**config.mk**
```make
export PLATFORM = sky130hd
export DESIGN_NAME = hist_bin_reader
export DESIGN_NICKNAME = d
export VERILOG_FILES = /design/src/rtl/hist_bin_reader.sv
export SDC_FILE = /design/constraint.sdc
export NUM_CORES = 1
export LEC_CHECK = 0
export ABC_CLOCK_PERIOD_IN_PS = 1800
export BUFFER_PORTS_ARGS = -buffer_cell sky130_fd_sc_hd__buf_2
export CAP_MARGIN = 20
export CORE_MARGIN = 2
export CORE_UTILIZATION = 44
export CTS_CLUSTER_DIAMETER = 80
export CTS_CLUSTER_SIZE = 40
export DETAILED_ROUTE_END_ITERATION = 8
export PLACE_DENSITY = 0.74
export SLEW_MARGIN = 20
export SYNTH_ARGS = -nofsm -noshare
export SYNTH_HDL_FRONTEND = slang
export SYNTH_SLANG_ARGS = --single-unit
```
**constraint.sdc**
```tcl
create_clock -name aclk -period 1.8 [get_ports aclk]
set_input_delay 0.36 -clock aclk [delete_from_list [all_inputs] [get_ports aclk]]
set_output_delay 0.36 -clock aclk [all_outputs]
set_load 0.01 [all_outputs]
```
**src/rtl/hist_bin_reader.sv**
```systemverilog
// Histogram RAM readout: AXI-Lite register/bin reads plus a full bin-table dump
// over AXI-Stream. The RAM read port is shared between the dump FSM and the host.
module hist_bin_reader #(
    parameter int AXIL_ADDR_WIDTH = 12,
    parameter int AXIL_DATA_WIDTH = 32,
    parameter int RAM_ADDR_WIDTH  = 8,
    parameter int RAM_DATA_WIDTH  = 32
) (
    input  logic                       aclk,
    input  logic                       aresetn,
    input  logic [AXIL_ADDR_WIDTH-1:0] s_axi_awaddr,
    input  logic                       s_axi_awvalid,
    output logic                       s_axi_awready,
    input  logic [AXIL_DATA_WIDTH-1:0] s_axi_wdata,
    input  logic                       s_axi_wvalid,
    output logic                       s_axi_wready,
    output logic [1:0]                 s_axi_bresp,
    output logic                       s_axi_bvalid,
    input  logic                       s_axi_bready,
    input  logic [AXIL_ADDR_WIDTH-1:0] s_axi_araddr,
    input  logic                       s_axi_arvalid,
    output logic                       s_axi_arready,
    output logic [AXIL_DATA_WIDTH-1:0] s_axi_rdata,
    output logic [1:0]                 s_axi_rresp,
    output logic                       s_axi_rvalid,
    input  logic                       s_axi_rready,
    output logic [RAM_ADDR_WIDTH-1:0]  ram_rd_addr,
    output logic                       ram_rd_en,
    input  logic [RAM_DATA_WIDTH-1:0]  ram_rd_data,
    output logic [RAM_DATA_WIDTH-1:0]  m_axis_tdata,
    output logic                       m_axis_tvalid,
    input  logic                       m_axis_tready,
    output logic                       m_axis_tlast
);
    localparam int NBINS = 1 << RAM_ADDR_WIDTH;
    localparam logic [AXIL_ADDR_WIDTH-1:0] ADDR_CTRL   = AXIL_ADDR_WIDTH'('h000);
    localparam logic [AXIL_ADDR_WIDTH-1:0] ADDR_STATUS = AXIL_ADDR_WIDTH'('h004);
    localparam logic [AXIL_ADDR_WIDTH-1:0] ADDR_NBINS  = AXIL_ADDR_WIDTH'('h008);
    localparam logic [AXIL_ADDR_WIDTH-1:0] BIN_BASE    = AXIL_ADDR_WIDTH'('h400);
    localparam logic [1:0] RESP_OKAY   = 2'b00;
    localparam logic [1:0] RESP_SLVERR = 2'b10;
    localparam logic [RAM_ADDR_WIDTH:0] LAST_IDX = (RAM_ADDR_WIDTH+1)'(NBINS - 1);

    typedef enum logic [1:0] {IDLE, FETCH, CAPT, SEND} state_t;
    state_t state, state_next;

    logic                       wr_accept, wr_go, ctrl_hit, start, start_soon;
    logic                       ar_accept, ar_go, ar_bin, rd_en, rd_first;
    logic [AXIL_ADDR_WIDTH-1:0] bin_off;
    logic [RAM_ADDR_WIDTH-1:0]  rd_addr;
    logic [AXIL_DATA_WIDTH-1:0] rdata_hold, reg_data;
    logic [1:0]                 reg_resp;
    logic [RAM_ADDR_WIDTH:0]    idx;
    logic                       busy, done;
    logic                       unused_wdata;

    assign unused_wdata = ^s_axi_wdata[AXIL_DATA_WIDTH-1:1];

    assign ctrl_hit      = (s_axi_awaddr == ADDR_CTRL);
    assign wr_go         = s_axi_awvalid && s_axi_wvalid && !wr_accept && !s_axi_bvalid;
    assign start         = wr_accept && ctrl_hit && s_axi_wdata[0] && !busy;
    assign start_soon    = wr_go && ctrl_hit && s_axi_wdata[0];
    assign s_axi_awready = wr_accept;
    assign s_axi_wready  = wr_accept;

    always_ff @(posedge aclk or negedge aresetn) begin
        if (!aresetn) begin
            wr_accept    <= 1'b0;
            s_axi_bvalid <= 1'b0;
            s_axi_bresp  <= RESP_OKAY;
        end else begin
            wr_accept <= wr_go;
            if (wr_accept) begin
                s_axi_bvalid <= 1'b1;
                s_axi_bresp  <= ctrl_hit ? RESP_OKAY : RESP_SLVERR;
            end else if (s_axi_bvalid && s_axi_bready) begin
                s_axi_bvalid <= 1'b0;
            end
        end
    end

    assign bin_off = s_axi_araddr - BIN_BASE;
    assign ar_bin  = (s_axi_araddr >= BIN_BASE) && (bin_off[1:0] == 2'b00) &&
                     (bin_off[AXIL_ADDR_WIDTH-1:RAM_ADDR_WIDTH+2] == '0);
    // Bin reads are held off while the dump owns the RAM, including the two
    // cycles in which a start is being accepted, so the port never sees two requests.
    assign ar_go   = s_axi_arvalid && !ar_accept && !rd_en && !s_axi_rvalid &&
                     !(ar_bin && (busy || start || start_soon));
    assign s_axi_arready = ar_accept;

    always_comb begin
        reg_data = '0;
        reg_resp = RESP_SLVERR;
        if (s_axi_araddr == ADDR_STATUS) begin
            reg_data = AXIL_DATA_WIDTH'({done, busy});
            reg_resp = RESP_OKAY;
        end else if (s_axi_araddr == ADDR_NBINS) begin
            reg_data = AXIL_DATA_WIDTH'(NBINS);
            reg_resp = RESP_OKAY;
        end
    end

    always_ff @(posedge aclk or negedge aresetn) begin
        if (!aresetn) begin
            ar_accept    <= 1'b0;
            rd_en        <= 1'b0;
            rd_first     <= 1'b0;
            rd_addr      <= '0;
            rdata_hold   <= '0;
            s_axi_rvalid <= 1'b0;
            s_axi_rresp  <= RESP_OKAY;
        end else begin
            ar_accept <= ar_go;
            rd_en     <= ar_accept && ar_bin;
            if (s_axi_rvalid && s_axi_rready)
                s_axi_rvalid <= 1'b0;
            if (ar_accept) begin
                if (ar_bin) begin
                    rd_addr     <= bin_off[RAM_ADDR_WIDTH+1:2];
                    s_axi_rresp <= RESP_OKAY;
                end else begin
                    s_axi_rvalid <= 1'b1;
                    rdata_hold   <= reg_data;
                    s_axi_rresp  <= reg_resp;
                end
            end
            if (rd_en) begin
                s_axi_rvalid <= 1'b1;
                rd_first     <= 1'b1;
            end
            // First rvalid cycle forwards the RAM output; keep it for later cycles.
            if (rd_first) begin
                rdata_hold <= AXIL_DATA_WIDTH'(ram_rd_data);
                rd_first   <= 1'b0;
            end
        end
    end

    assign s_axi_rdata = rd_first ? AXIL_DATA_WIDTH'(ram_rd_data) : rdata_hold;

    always_ff @(posedge aclk or negedge aresetn) begin
        if (!aresetn) state <= IDLE;
        else          state <= state_next;
    end

    always_comb begin
        state_next  = state;
        ram_rd_en   = rd_en;
        ram_rd_addr = rd_addr;
        case (state)
            IDLE:  if (start) state_next = FETCH;
            FETCH: begin
                ram_rd_en   = 1'b1;
                ram_rd_addr = idx[RAM_ADDR_WIDTH-1:0];
                state_next  = CAPT;
            end
            CAPT:  state_next = SEND;
            SEND:  if (m_axis_tready) state_next = m_axis_tlast ? IDLE : FETCH;
            default: state_next = IDLE;
        endcase
    end

    always_ff @(posedge aclk or negedge aresetn) begin
        if (!aresetn) begin
            idx           <= '0;
            busy          <= 1'b0;
            done          <= 1'b0;
            m_axis_tdata  <= '0;
            m_axis_tvalid <= 1'b0;
            m_axis_tlast  <= 1'b0;
        end else begin
            case (state)
                IDLE: if (start) begin
                    busy <= 1'b1;
                    done <= 1'b0;
                    idx  <= '0;
                end
                CAPT: begin
                    m_axis_tdata  <= ram_rd_data;
                    m_axis_tvalid <= 1'b1;
                    m_axis_tlast  <= (idx == LAST_IDX);
                end
                SEND: if (m_axis_tready) begin
                    m_axis_tvalid <= 1'b0;
                    m_axis_tlast  <= 1'b0;
                    if (m_axis_tlast) begin
                        busy <= 1'b0;
                        done <= 1'b1;
                    end else begin
                        idx <= idx + (RAM_ADDR_WIDTH+1)'(1);
                    end
                end
                default: ;
            endcase
        end
    end
endmodule

```
== Yosys cells after proc, flatten, opt, wreduce, memory -nomap -nowiden ==
Index checks and enable logic that the tools add are counted.
W data, S select, Z words.

* Register bits: 97
* Latch bits: 0
* RAM bits: 0
* Memory bits (read-only): 0
* Output and inout bits: 84
* Memories kept: 0

* $add $sub $neg: 2
* Multipliers: 0
* Divide/modulo/power cells: 0
* Magnitude comparators: 1
* Eq/ne operators: 11
* Shift operators: 0
* Multiplexer cells: 39
* Bitwise gates (word level): 0
* Reduce and logical (&&, ||, !) cells: 41

{| class="wikitable"
|+ Operators by type and width
! operator !! count
|-
| $mux W32 || 4
|-
| $mux W9 || 5
|-
| $logic_and A1 B1 Y1 || 18
|-
| $pmux W9 S2 || 1
|-
| $mux W1 || 17
|-
| $eq A12 B3 Y1 const B || 1
|-
| $eq A12 B4 Y1 const B || 1
|-
| $ge A12 B11 Y1 const B || 1
|-
| $logic_not A12 Y1 || 1
|-
| $mux W2 || 6
|-
| $sub A12 B11 Y12 const B || 1
|-
| $add A9 B1 Y9 const B || 1
|-
| $eq A9 B8 Y1 const B || 1
|-
| $mux W8 || 1
|-
| $ne A2 B2 Y1 const B || 4
|-
| $pmux W1 S2 || 4
|-
| $pmux W2 S4 || 1
|-
| $reduce_and A2 Y1 || 4
|-
| $reduce_and A4 Y1 || 2
|-
| $reduce_bool A2 Y1 || 4
|-
| $logic_not A1 Y1 || 7
|-
| $logic_not A2 Y1 || 3
|-
| $eq A2 B2 Y1 const B || 2
|-
| $eq A2 B1 Y1 const B || 1
|-
| other kinds (2) || 3
|}

== Longest topological paths before layout ==
* Word-level depth: 9
* Gate-level depth with buffers: 8
* Mapped depth without buffers: 6

== Worst setup path before layout ==
OpenSTA, ideal clock, no wires.

* Path kind: register to register
* From: register state[0]
* To: register idx[3]
* Setup time: 0.126 ns
* Arrival time: 1.724 ns
* Required time: 1.674 ns
* Setup slack: -0.050 ns
* Stages on the path, launching flop included: 9
* Period minus slack after synthesis: 1.850 ns
* Path through: dfrtp_1 -> inv_1 -> ha_1 -> buf_4 -> and4b_4 -> nand4_1 -> buf_4 -> and3_1 -> a311o_1

* Word-level cells in the longest chain between the ends: 3

{| class="wikitable"
|+ RTL lines
! element !! line !! text
|-
| from (decl) || 45 || <nowiki>state_t state, state_next;</nowiki>
|-
| from (signal assigned) || 143 || <nowiki>else state <= state_next;</nowiki>
|-
| $eq A2 B2 Y1 / $logic_not A2 Y1 (equally long branches) || 172 || <nowiki>case (state)</nowiki>
|-
| $ne A2 B2 Y1 (no source line) / $reduce_bool A2 Y1 (equally long branches) || n/a ||
|-
| $reduce_and A4 Y1 (no source line) || n/a ||
|-
| to (signal assigned) || 190 || <nowiki>idx <= idx + (RAM_ADDR_WIDTH+1)'(1);</nowiki>
|-
| to (decl) || 53 || <nowiki>logic [RAM_ADDR_WIDTH:0] idx;</nowiki>
|}

Parallel ways exist; a longest one is shown, timed or not.
A chain may end at the register's enable or synchronous reset.

== Worst setup path after layout ==
* From: register state[1]
* To: output port ram_rd_addr[3]

* Word-level cells in the longest chain between the ends: 2

{| class="wikitable"
|+ RTL lines
! element !! line !! text
|-
| $eq A2 B1 Y1 || 150 || <nowiki>case (state)</nowiki>
|-
| $mux W8 || 150 ||
|-
| to (decl) || 27 || <nowiki>output logic [RAM_ADDR_WIDTH-1:0] ram_rd_addr,</nowiki>
|}

Every way passes these cells.

==> impl_metrics.yaml <==
cts:
  clk_pin_slew_ns: 0.09
  clock_latency_ns: 0.36
  cts_htree_levels: 3
  root_buffer: "clkbuf_8"
  cts_buffer_depth: 2
  cts.sinks: 95
  numCtsBuffers: 9
  cts_tree: "done"
synth:
  async_reset_ff_frac: 1.00
  synthFlopType: "dfrtp_1"
  synth_xor_area_frac: 0
  yosys_register_bits: 95
  synth_compound_area_frac: 0.127
  synth_top_family_by_area: "multiplexers"
  yosysSeqAreaShare: 0.521
  ys_top_cells_by_count: "95 x dfrtp_1, 81 x mux2_2, 32 x a22o_1, 10 x inv_1"
  syn-instance-count: 351
  synth-edff-count: 0
  synth_cell_types: 49
  synthTopCellsByArea: "dfrtp_1 52%, mux2_2 20%, a22o_1 6.1%"
  yosysWarnings: 0
  netlist_area_mm2: 0.00456
  synth_fa_ha_area_frac: 0.0192
  synth.mux.area_fraction: 0.202
  post-synth-top-area-fraction: 0.521
  syn_area_per_cell_um2: 13.0
  synthSimpleGateAreaFrac: 0.0936
  yosys.area.top_type: "dfrtp_1"
  synth.most_common_cell: "dfrtp_1"
detailed_routing:
  drc: 0
  firstDrtPassIters: 4
  ant_nets: 0
  vias_per_cell: 5.44
  wirelength_um: 11600
  first_iter_violations: 139
  num_vias: 3609
  wire_per_inst_um: 17.5
pwr:
  seqPwrFrac: 0.380
  clockPowerShare: 0.171
  power.switching_mw: 2.81
  vdd_drop_max_mv: 0.882
  power.leakage_nw: 3.10
  combPwrFrac: 0.449
  p_per_area_mw_per_mm2: 1290
  power.internal_mw: 5.41
  swShare: 0.342
finish:
  fillers: 789
  insertedDiodeCount: 0
  stdcell_count: 663
  drive_gt1_frac: 0.586
  num-nets-final: 625
  final_area_mm2: 0.00635
  area_delta_synth_final_pct: 39.4
critical_path:
  slowest_delay_ns: 0.40
  critPathMaxFanout: 4
  setup.worst_path.class: "reg -> out"
  critPathTopFamily: "flip-flops"
  crit_top_cell: "buf_6"
  start_kind: "flip-flop"
  cp.arrival_ns: 1.55
  cp_cell_sequence: "inv_2 -> ha_4 -> buf_6 -> mux2_4 -> buf_6"
  cp-end-kind: "primary output"
  cp_num_buf_inv: 3
  crit_slowest_cell: "dfrtp_1"
  worst_ep_required_time_ns: 1.44
worst_hold_path:
  hold_path_class: "in -> reg"
timing:
  finalMaxSlewViolations: 0
  setup_viol: 34
  skew_ns: 0.0114
  timing.final.crit_share: 1.06
  rsz0062_at_grt: "yes"
  setup_tns_ns: -2.66
  hold_viol_final: 0
  fmax_ghz: 0.523
  min_period_ns: 1.91
  setup_slack_ns: -0.112
  timing.hold.ws_ns: 0.248
die:
  fp.coreArea_mm2: 0.0102
  ios: 180
  num_rows: 37
  start_util: 0.448
  die_area_mm2: 0.0112
  die_w_um: 106
  die_y_um: 106
global_routing:
  grt_pass1_vias: 3737
  grt_use_total: 0.207
  grtUsageMet3: 0.0359
  antenna_found_initial: 0
  busiest_layer: "met2"
  gr-usage-met2: 0.358
  grtUsageMet1: 0.258
  grt_overflow: 0
  grt_max_degree: 55
  grt_pass1_wl_um: 18400
outcome:
  status: "finished with violations"
  violations: "negative setup slack"
place:
  dp_cells: 634
  hpwl_um: 7630
  portBuffers: 146
  place_area_mm2: 0.00560
  gp_congestion: 0.800
  place_ws_ns: -0.0527
job:
  cap_violations: 0
==> layer usage <==
| layer | up-vias | part of all wire |
|---|---|---|
| li1 | 1645 | - |
| met1 | 1843 | 0.42 |
| met2 | 106 | 0.51 |
| met3 | 15 | 0.048 |
| met4 | 0 | 0.018 |
| met5 | - | 0 |
==> through the flow <==
stage,power (mW),util
after global placement,6.15,0.550
after CTS,8.13,0.607
after detailed placement,6.27,0.550
after global routing,8.70,0.624
final,8.22,0.624
after floorplan,4.99,-
==> cell families after synthesis <==
logic type,count (synthesis)
AND/OR/NAND/NOR,64
AO/OA/AOI/OAI,68
adder cells (fa/ha/maj),7
buffers and inverters,34
flip-flops,95
multiplexers,82
other,1
==> flip-flops by register name, summed over array words and instances, names as in the netlist <==
register	count
m_axis_tdata	32
rdata_hold	32
idx	9
rd_addr	8
state	2
busy	1
done	1
m_axis_tlast	1
m_axis_tvalid	1
rd_en	1
rd_first	1
s_axi_arready	1
s_axi_awready	1
s_axi_bresp	1
s_axi_bvalid	1
s_axi_rresp	1
s_axi_rvalid	1
==> cell usage in the layout, fill, tap and decap left out, types with 4 or more instances in the layout <==
cell      count
buf_2       113
dfrtp_1      92
mux2_2       50
buf_6        35
a22o_1       32
mux2_4       31
buf_4        25
nand2_1       9
nor2_1        9
clkbuf_8      9
inv_1         7
and3_1        6
buf_12        6
nand2b_1      5
and2_1        4
a21oi_1       4
nand3_1       4
o22ai_1       4
==> cell type report <==
class / count / area, µm² / share of cell area
sequential: 95 / 2380 / 0.375
multi-input combinational: 223 / 2200 / 0.346
timing repair buffer: 183 / 1370 / 0.215
tap: 136 / 170 / 0.0268
clock buffer: 9 / 124 / 0.0195
clock inverter: 7 / 72.6 / 0.0114
inverter: 10 / 37.5 / 0.00591
==> power groups by stage <==
stage                     clock network, mW  logic, mW  registers (mW)
after floorplan                           0       1.69            3.30
after global placement                    0       3.04            3.10
after detailed placement                  0       3.13            3.14
after CTS                              1.45       3.58            3.10
after global routing                   1.53       3.97            3.19
final                                  1.41       3.69            3.12
==> worst paths after layout <==
path                                      start          endpoint  slack (ns)  cells after the start
worst min register to register     s_axi_bvalid     s_axi_awready        0.50                      1
worst min-delay path            s_axi_araddr[5]        rd_addr[3]        0.25                      2
worst max-delay path                   state[1]    ram_rd_addr[3]       -0.11                      5
min in group asynchronous               aresetn  m_axis_tdata[28]        0.45                      2
max in group asynchronous               aresetn          state[0]        0.74                      3
worst max register to register         state[1]            idx[4]       -0.06                      8
==> timing repair <==
action                                 in CTS  in global routing
hold buffers                                1                  0
setup buffers                               6                  3
pin swaps                                   2                 15
cloned                                      2                  1
endpoints found under the hold margin      20                  0
gates resized for setup                    51                 34
setup endpoints to repair                  45                 53
Note: power is estimated with default switching activity, not from simulation.
